===== src/rtl/dma_pkg.sv =====
// Shared types and constants for the DMA FIFO drain engine.
package dma_pkg;

  // Drain engine control states.
  typedef enum logic [1:0] {
    IDLE = 2'd0,
    RUN  = 2'd1,
    DONE = 2'd2
  } drain_state_e;

  // Default FIFO/memory word width and its size in bytes.
  localparam int WORD_WIDTH     = 32;
  localparam int BYTES_PER_WORD = WORD_WIDTH / 8;

  // Byte count of a word of the given bit width.
  function automatic int bytes_per_word(input int data_width);
    return data_width / 8;
  endfunction

endpackage


===== src/rtl/drain_skid_buf.sv =====
// Two-entry output buffer between the FIFO read port and the memory write port.
// head always shows the oldest entry; it is only meaningful when occ != 0.
module drain_skid_buf #(
  parameter int DATA_WIDTH = 32
) (
  input  logic                  clk,
  input  logic                  rst,
  input  logic                  push,
  input  logic [DATA_WIDTH-1:0] push_data,
  input  logic                  pop,
  output logic [DATA_WIDTH-1:0] head,
  output logic [1:0]            occ
);

  logic [DATA_WIDTH-1:0] slot0;
  logic [DATA_WIDTH-1:0] slot1;
  logic                  wr_ptr;
  logic                  rd_ptr;

  assign head = rd_ptr ? slot1 : slot0;

  // Storage, pointers and occupancy; a push and a pop together keep occ.
  always_ff @(posedge clk or posedge rst) begin
    if (rst) begin
      slot0  <= '0;
      slot1  <= '0;
      wr_ptr <= 1'b0;
      rd_ptr <= 1'b0;
      occ    <= 2'd0;
    end else begin
      if (push) begin
        if (wr_ptr) slot1 <= push_data;
        else        slot0 <= push_data;
        wr_ptr <= ~wr_ptr;
      end
      if (pop) rd_ptr <= ~rd_ptr;
      occ <= occ + 2'(push) - 2'(pop);
    end
  end

  // Overflow and underflow guards.
  always @(posedge clk) begin
    if (!rst) begin
      push_when_full : assert (!(push && occ == 2'd2));
      pop_when_empty : assert (!(pop && occ == 2'd0));
    end
  end

endmodule


===== src/rtl/dma_fifo_drain.sv =====
// Drains len words from a synchronous FIFO (rdata one cycle after rd_en) and
// writes them to consecutive word addresses on a request/grant write port.
// Write handshake: mem_req is a valid; a word transfers in any cycle where
// mem_req and mem_gnt are both high, and while mem_req is high without
// mem_gnt, mem_addr and mem_wdata are held unchanged.
module dma_fifo_drain
  import dma_pkg::*;
#(
  parameter int DATA_WIDTH = 32,
  parameter int ADDR_WIDTH = 32,
  parameter int LEN_WIDTH  = 16
) (
  input  logic                  clk,
  input  logic                  rst,
  input  logic                  start,
  input  logic [ADDR_WIDTH-1:0] dst_addr,
  input  logic [LEN_WIDTH-1:0]  len,
  output logic                  busy,
  output logic                  done,
  output logic                  fifo_rd_en,
  input  logic [DATA_WIDTH-1:0] fifo_rdata,
  input  logic                  fifo_empty,
  output logic                  mem_req,
  output logic [ADDR_WIDTH-1:0] mem_addr,
  output logic [DATA_WIDTH-1:0] mem_wdata,
  input  logic                  mem_gnt,
  output drain_state_e          dbg_state
);

  localparam logic [ADDR_WIDTH-1:0] ADDR_STEP = ADDR_WIDTH'(bytes_per_word(DATA_WIDTH));

  drain_state_e          state;
  logic [LEN_WIDTH-1:0]  rd_left;
  logic [LEN_WIDTH-1:0]  wr_left;
  logic [ADDR_WIDTH-1:0] addr;
  logic                  inflight;
  logic [1:0]            occ;
  logic                  pop;
  logic [2:0]            pending;
  logic [2:0]            room;

  drain_skid_buf #(.DATA_WIDTH(DATA_WIDTH)) u_buf (
    .clk       (clk),
    .rst       (rst),
    .push      (inflight),
    .push_data (fifo_rdata),
    .pop       (pop),
    .head      (mem_wdata),
    .occ       (occ)
  );

  assign mem_req   = (occ != 2'd0);
  assign pop       = mem_req && mem_gnt;
  assign mem_addr  = addr;
  assign busy      = (state == RUN);
  assign done      = (state == DONE);
  assign dbg_state = state;

  // A read is issued only if its word is guaranteed a buffer slot, counting
  // the word already in flight and a pop happening this cycle.
  assign pending    = {1'b0, occ} + {2'b00, inflight};
  assign room       = 3'd1 + {2'b00, pop};
  assign fifo_rd_en = (state == RUN) && !fifo_empty && (rd_left != '0) && (pending <= room);

  // Control FSM with read/write counters and the write address generator.
  always_ff @(posedge clk or posedge rst) begin
    if (rst) begin
      state    <= IDLE;
      rd_left  <= '0;
      wr_left  <= '0;
      addr     <= '0;
      inflight <= 1'b0;
    end else begin
      inflight <= fifo_rd_en;
      case (state)
        IDLE: begin
          if (start) begin
            addr    <= dst_addr;
            rd_left <= len;
            wr_left <= len;
            state   <= (len == '0) ? DONE : RUN;
          end
        end
        RUN: begin
          if (fifo_rd_en) rd_left <= rd_left - 1'b1;
          if (pop) begin
            wr_left <= wr_left - 1'b1;
            addr    <= addr + ADDR_STEP;
            if (wr_left == LEN_WIDTH'(1)) state <= DONE;
          end
        end
        DONE:    state <= IDLE;
        default: state <= IDLE;
      endcase
    end
  end

endmodule

===== config.mk =====
export PLATFORM = sky130hd
export DESIGN_NAME = dma_fifo_drain
export DESIGN_NICKNAME = d
export VERILOG_FILES = /design/src/rtl/dma_pkg.sv /design/src/rtl/drain_skid_buf.sv /design/src/rtl/dma_fifo_drain.sv
export SDC_FILE = /design/constraint.sdc
export NUM_CORES = 1
export LEC_CHECK = 0
export BUFFER_PORTS_ARGS = -buffer_cell sky130_fd_sc_hd__buf_2
export CAP_MARGIN = 20
export CORE_MARGIN = 4
export CORE_UTILIZATION = 50
export DETAILED_ROUTE_END_ITERATION = 8
export PLACE_DENSITY = 0.84
export SLEW_MARGIN = 10
export SYNTH_ARGS = -nofsm -noshare
export SYNTH_HDL_FRONTEND = slang
export SYNTH_SLANG_ARGS = --single-unit

===== constraint.sdc =====
create_clock -name clk -period 12.7 [get_ports clk]
set_input_delay 1.27 -clock clk [delete_from_list [all_inputs] [get_ports clk]]
set_output_delay 1.27 -clock clk [all_outputs]
set_load 0.02 [all_outputs]

## Word-level counts from Yosys, hierarchy flattened

Cells that the tools add are included.

| word-level totals | value |
|---|---|
| register bits after elaboration | 135 |
| input bits | 85 |
| word-level logic and storage cells | 56 |

| cells by class | value |
|---|---|
| $add $sub $neg | 7 |
| $lt $le $gt $ge | 1 |
| equality and inequality tests | 7 |
| muxes and demuxes | 14 |
| bitwise logic cells | 2 |
| reduce and logical (&&, ||, !) cells | 15 |

Operators by type and width:

| operator | count |
|---|---|
| two-way mux 32 bit | 3 |
| one-hot mux 16 bit (2 select lines) | 2 |
| one-hot mux 32 bit (2 select lines) | 1 |
| two-way mux 16 bit | 3 |
| adder 32 x 3 -> 32 bit, second input constant | 1 |
| subtractor 16 x 1 -> 16 bit, second input constant | 2 |
| equality test 16 x 1 -> 1 bit, second input constant | 1 |
| zero test 16 bit | 1 |
| nonzero test 16 bit | 1 |
| AND reduction 3 bit | 3 |
| two-way mux 2 bit | 4 |
| inequality test 2 x 1 -> 1 bit, second input constant | 3 |
| logical AND 1 bit | 4 |
| one-hot mux 2 bit (2 select lines) | 1 |
| AND reduction 2 bit | 2 |
| nonzero test 2 bit | 2 |
| adder 2 x 1 -> 3 bit | 1 |
| <= comparator 3 x 2 -> 1 bit | 1 |
| adder 1 x 1 -> 2 bit, first input constant | 1 |
| adder 2 x 1 -> 2 bit | 1 |
| equality test 2 x 1 -> 1 bit, second input constant | 1 |
| equality test 2 bit, second input constant | 1 |
| zero test 2 bit | 1 |
| inequality test 2 bit, second input constant | 1 |
| other kinds (3) | 4 |

## Longest topological paths before layout

| logic depth | value |
|---|---|
| depth after elaboration | 7 |
| depth in mapped cells | 9 |

## Modules after synthesis

From an unflattened synthesis, not the netlist that was laid out.

| unflattened totals | value |
|---|---|
| cells, all modules | 706 |
| area total of the unflattened synthesis | 7,194.4 µm² |

Modules (own cells, without submodules):

| module | times used | cells each | area an instance (µm²) | sequential area each (µm²) |
|---|---|---|---|---|
| dma_fifo_drain | 1 | 520 | 4,216.5 | 1,676.6 |
| drain_skid_buf | 1 | 186 | 2,977.9 | 1,701.6 |

## Worst setup path after synthesis

Ideal clock, no wire load.

| timing path | value |
|---|---|
| kind | input-to-output |
| start | input port mem_gnt |
| end | output port fifo_rd_en |
| arrival | 2.929 ns |
| required time | 11.430 ns |
| path slack | 8.501 ns |
| cell stages on the path | 6 |
| buffers on the path | 0 |
| cell sequence | o21a_1 -> fa_1 -> or3b_2 -> a211oi_2 -> nand2_4 -> inv_2 |

| between the ends | value |
|---|---|
| word-level cells in the longest chain between the ends | 4 |

RTL lines:

| item | RTL line | text |
|---|---|---|
| start: declaration | dma_fifo_drain.sv:26 | `input logic mem_gnt,` |
| logical AND 1 bit | dma_fifo_drain.sv:53 | `assign pop = mem_req && mem_gnt;` |
| adder 1 x 1 -> 2 bit | dma_fifo_drain.sv:62 | `assign room = 3'd1 + {2'b00, pop};` |
| <= comparator 3 x 2 -> 1 bit | dma_fifo_drain.sv:63 | `assign fifo_rd_en = (state == RUN) && !fifo_empty && (rd_left != '0) && (pending <= room);` |
| logical AND 1 bit | dma_fifo_drain.sv:63 |  |
| end: declaration | dma_fifo_drain.sv:20 | `output logic fifo_rd_en,` |

No other way between the ends.

## Worst setup path after layout

| timing path | value |
|---|---|
| start | input port mem_gnt |
| end | output port fifo_rd_en |

| between the ends | value |
|---|---|
| word-level cells in the longest chain between the ends | 4 |

RTL lines:

| item | RTL line | text |
|---|---|---|
| logical AND 1 bit | dma_fifo_drain.sv:53 |  |
| net pop | dma_fifo_drain.sv:38 | `logic pop;` |
| adder 1 x 1 -> 2 bit | dma_fifo_drain.sv:62 |  |
| <= comparator 3 x 2 -> 1 bit | dma_fifo_drain.sv:63 |  |
| logical AND 1 bit | dma_fifo_drain.sv:63 |  |

The timed path passes the listed nets, and every way through them passes these cells.

==> flow_metrics.tcl <==
set metrics [dict create \
    maxSlewViolCount 0 \
    yosys.area.top_type_share 0.475 \
    worst_r2r_startpoint "dbg_state[1]" \
    clock_tree.buffer_depth 2 \
    timing.critical_path.to_type "output pin" \
    endpoint_of_the_most_critical_register_to_register_path "wr_left[13]" \
    ff2ff_setup_slack_ns 9.47 \
    clk-insertion-delay-late_ns 0.42 \
    place_worst_setup_slack_ns 7.94 \
    synthesis.area_um2 7120 \
    tritoncts "done" \
    timing.hold.worst.class "flop to flop" \
    power_mw 2.18 \
    initial_utilization 0.511 \
    async_flop_share 1.00 \
    post_cts_hold_buffer_count 0 \
    die_h_um 127 \
    synth.top_cells.by_area "sky130_fd_sc_hd__dfrtp_1 47%, sky130_fd_sc_hd__mux2_2 15%, sky130_fd_sc_hd__a21oi_1 3.7%, sky130_fd_sc_hd__nand2_1 3.3%, sky130_fd_sc_hd__o21ai_0 2.3%" \
    finClkSkew_ns 0.00741 \
    via_count_of_the_first_global_routing_pass 5977 \
    worst-path-max-fanout 12 \
    die_area_um2 16200 \
    cp.arrival_ns 3.51 \
    synth_seq_area_share 0.475 \
    post_cts_resized 0 \
    fin_setup_tns_ns 0 \
    post_drt_via_cell_ratio 5.96 \
    postSynthRegisterBits 135 \
    grt_overflow_total 0 \
    layout-drive-gt1-share 0.365 \
    main_combinational_cell_family_by_area_after_synthesis "compound AO/OA/AOI/OAI gates" \
    post_synth_mux_area_share 0.156 \
    ctsRootBufferMaster "sky130_fd_sc_hd__clkbuf_16" \
    diodes 0 \
    worst-slew-pin-transition_ns 0.961 \
    synth_top_flop_cell "sky130_fd_sc_hd__dfrtp_1" \
    dp_hpwl_um 12300 \
    crit_type "input port to output pin" \
    power.static_leakage_nw 3.76 \
    pd_cells_nw_per_um2 253 \
    die_w_um 127 \
    slew-limit-headroom 0.359 \
    total_grt_usage 0.229 \
    run_status "complete, no violations" \
    fraction_of_synthesized_cell_area_in_xor_and_xnor_cells 0.00369 \
    post-place-cells 999 \
    io_pins 155 \
    routedWlPerCell_um 17.7 \
    gp_congestion 0.861 \
    critPathCapture "fifo_rd_en" \
    simple_gate_fraction_of_synth_area 0.146 \
    rsz0062_at_grt "no" \
    synth.distinct_cells 65 \
    cp_data_required_time_ns 11.43 \
    dr.pass1.iters 5 \
    wl_um 18300 \
    cp-startpoint "mem_gnt" \
    worst_slack_ns 7.92 \
    synth_enable_flop_cells 0 \
    finalNonFillerCells 1031 \
    fillers 1157 \
    antenna_found_initial 0 \
    timing.reg2reg.worst_path_depth 9 \
    maximum_number_of_pins_on_one_net_before_global_route_repair 72 \
    syn-num-nets 791 \
    yosys.cell_count.top_type "sky130_fd_sc_hd__dfrtp_1" \
    detailroute.via_count 6149 \
    finish.net_count 933 \
    final_antenna_net_count 0 \
    cts_made_buffers 17 \
    final.hold.worst_slack_ns 0.470 \
    netlist_instances 696 \
    largest_area_contributor_in_the_netlist "sky130_fd_sc_hd__dfrtp_1" \
    fmax_ghz 0.209 \
    detail_route.iter0.violations 432 \
    period_share 0.376 \
    ctsHtreeMaxLevel 4 \
    finalWorstPathRequiredPeriod_ns 4.78 \
    cts.reportedPaths.clkPinSlew_ns 0.05 \
    synth_adder_area_share 0.0186 \
    areaGrowthSynthToFinish_pct 21.1 \
    maxCapViolCount 0 \
    drc 0 \
    synthTopCellsByCount "135 x sky130_fd_sc_hd__dfrtp_1, 96 x sky130_fd_sc_hd__mux2_2, 62 x sky130_fd_sc_hd__nand2_1" \
    synth-compound-area-share 0.167 \
    cts.repair_timing.setup_buffer_count 0 \
    cts_num_sinks 135 \
    startpoint_type "input port" \
    coreArea_um2 13900 \
    setup_viol 0 \
    num_rows 43 \
    yosys_warnings 0 \
    finalHoldViolCount 0 \
    port_buffers 154 \
    first_pass_grt_wire_length_um 29900 \
    post_synth.cell_area_avg_um2 10.2 \
    irDropWorstVdd_mv 0.122 \
]
-- cell type report --
cell class | count | area, µm² | area share
flip-flops and latches | 135 | 3380 | 0.392
well taps | 180 | 225 | 0.0261
clock buffers | 19 | 443 | 0.0514
repair buffers | 164 | 846 | 0.0981
multi-input cells | 501 | 3520 | 0.408
clock inverters | 13 | 130 | 0.0151
inverters | 19 | 76.3 | 0.00885
-- registers in the layout, summed over array words and instances (netlist names) --
register and flops:
u_buf.rd_ptr 1, rd_left 16, wr_left 16, u_buf.slot0 32
mem_addr 32, u_buf.occ 2, dbg_state 2, u_buf.wr_ptr 1
u_buf.slot1 32, inflight 1
-- per-stage QoR --
step                      cell area (µm²)   util
after floorplan                      7120      -
after global placement               8050  0.577
after detailed placement             8050  0.577
after CTS                            8620  0.619
after global routing                 8620  0.619
final                                8620  0.619
-- report_power, final --
part / switching, mW / internal [mW] / total, mW
sequential: 0.130 / 0.604 / 0.734
clock: 0.188 / 0.292 / 0.481
combinational: 0.552 / 0.416 / 0.968
-- critical path, cell delays in order --
cell and delay, ns:
sky130_fd_sc_hd__buf_2 0.11, sky130_fd_sc_hd__o21a_1 0.26, sky130_fd_sc_hd__fa_1 0.48, sky130_fd_sc_hd__or3b_2 0.50, sky130_fd_sc_hd__a211oi_2 0.34, sky130_fd_sc_hd__nand2_4 0.18, sky130_fd_sc_hd__inv_2 0.17, sky130_fd_sc_hd__buf_2 0.19
-- layer usage --
metal / wire length, µm / share of wire / track usage / up-vias
met1: 7660 / 0.42 / 0.300 / 3003
met2: 8950 / 0.49 / 0.377 / 241
li1: - / - / - / 2876
met3: 1350 / 0.074 / 0.0523 / 29
met5: 0 / 0 / 0 / -
met4: 320 / 0.017 / 0.0738 / 0
-- worst min path at each step --
stage                             from            to  slack (ns)  depth (start not counted)
final                     u_buf.rd_ptr  u_buf.rd_ptr        0.47                          1
after floorplan           u_buf.wr_ptr  u_buf.wr_ptr        0.45                          1
after global routing      u_buf.rd_ptr  u_buf.rd_ptr        0.48                          1
after global placement     mem_addr[0]   mem_addr[0]        0.45                          2
after detailed placement   mem_addr[0]   mem_addr[0]        0.46                          2
after CTS                 u_buf.rd_ptr  u_buf.rd_ptr        0.48                          1
-- cells in the final DEF, fill, tap and decap left out, drive strengths merged, types with 3 or more instances in the layout --
cell type  synthesis  routed
o21a               4       4
a22oi              3       3
clkinv             0       7
clkbuf            31      19
a32oi              3       3
o311ai             3       3
clkinvlp           0       3
ha                 9       9
a221oi             3       3
nand2             63      63
a21oi             53      53
and3               4       4
a21o               4       4
nand3             28      28
o211ai            12      12
a22o               3       3
nor4              16      16
a31oi             10      10
inv               19      20
or4                6       6
nand4              8       8
nand2b             5       5
o22ai             15      15
mux2i              3       3
mux2              96      96
o21ai             35      35
nor3              15      15
and2               3       3
dfrtp            135     135
nor2              42      42
buf               10     164
o22a              10      10
a2bb2oi           12      12
or3                7       7
-- cell families (layout without fill, tap and decap cells) --
family                   Yosys count  in the layout
AO/OA/AOI/OAI                    182            182
XOR/XNOR                           3              3
adder cells (fa/ha/maj)           10             10
buffers and inverters             60            215
flip-flops                       135            135
multiplexers                      99             99
AND/OR/NAND/NOR                  207            207
No activity file was read; power rests on OpenSTA's default activity.
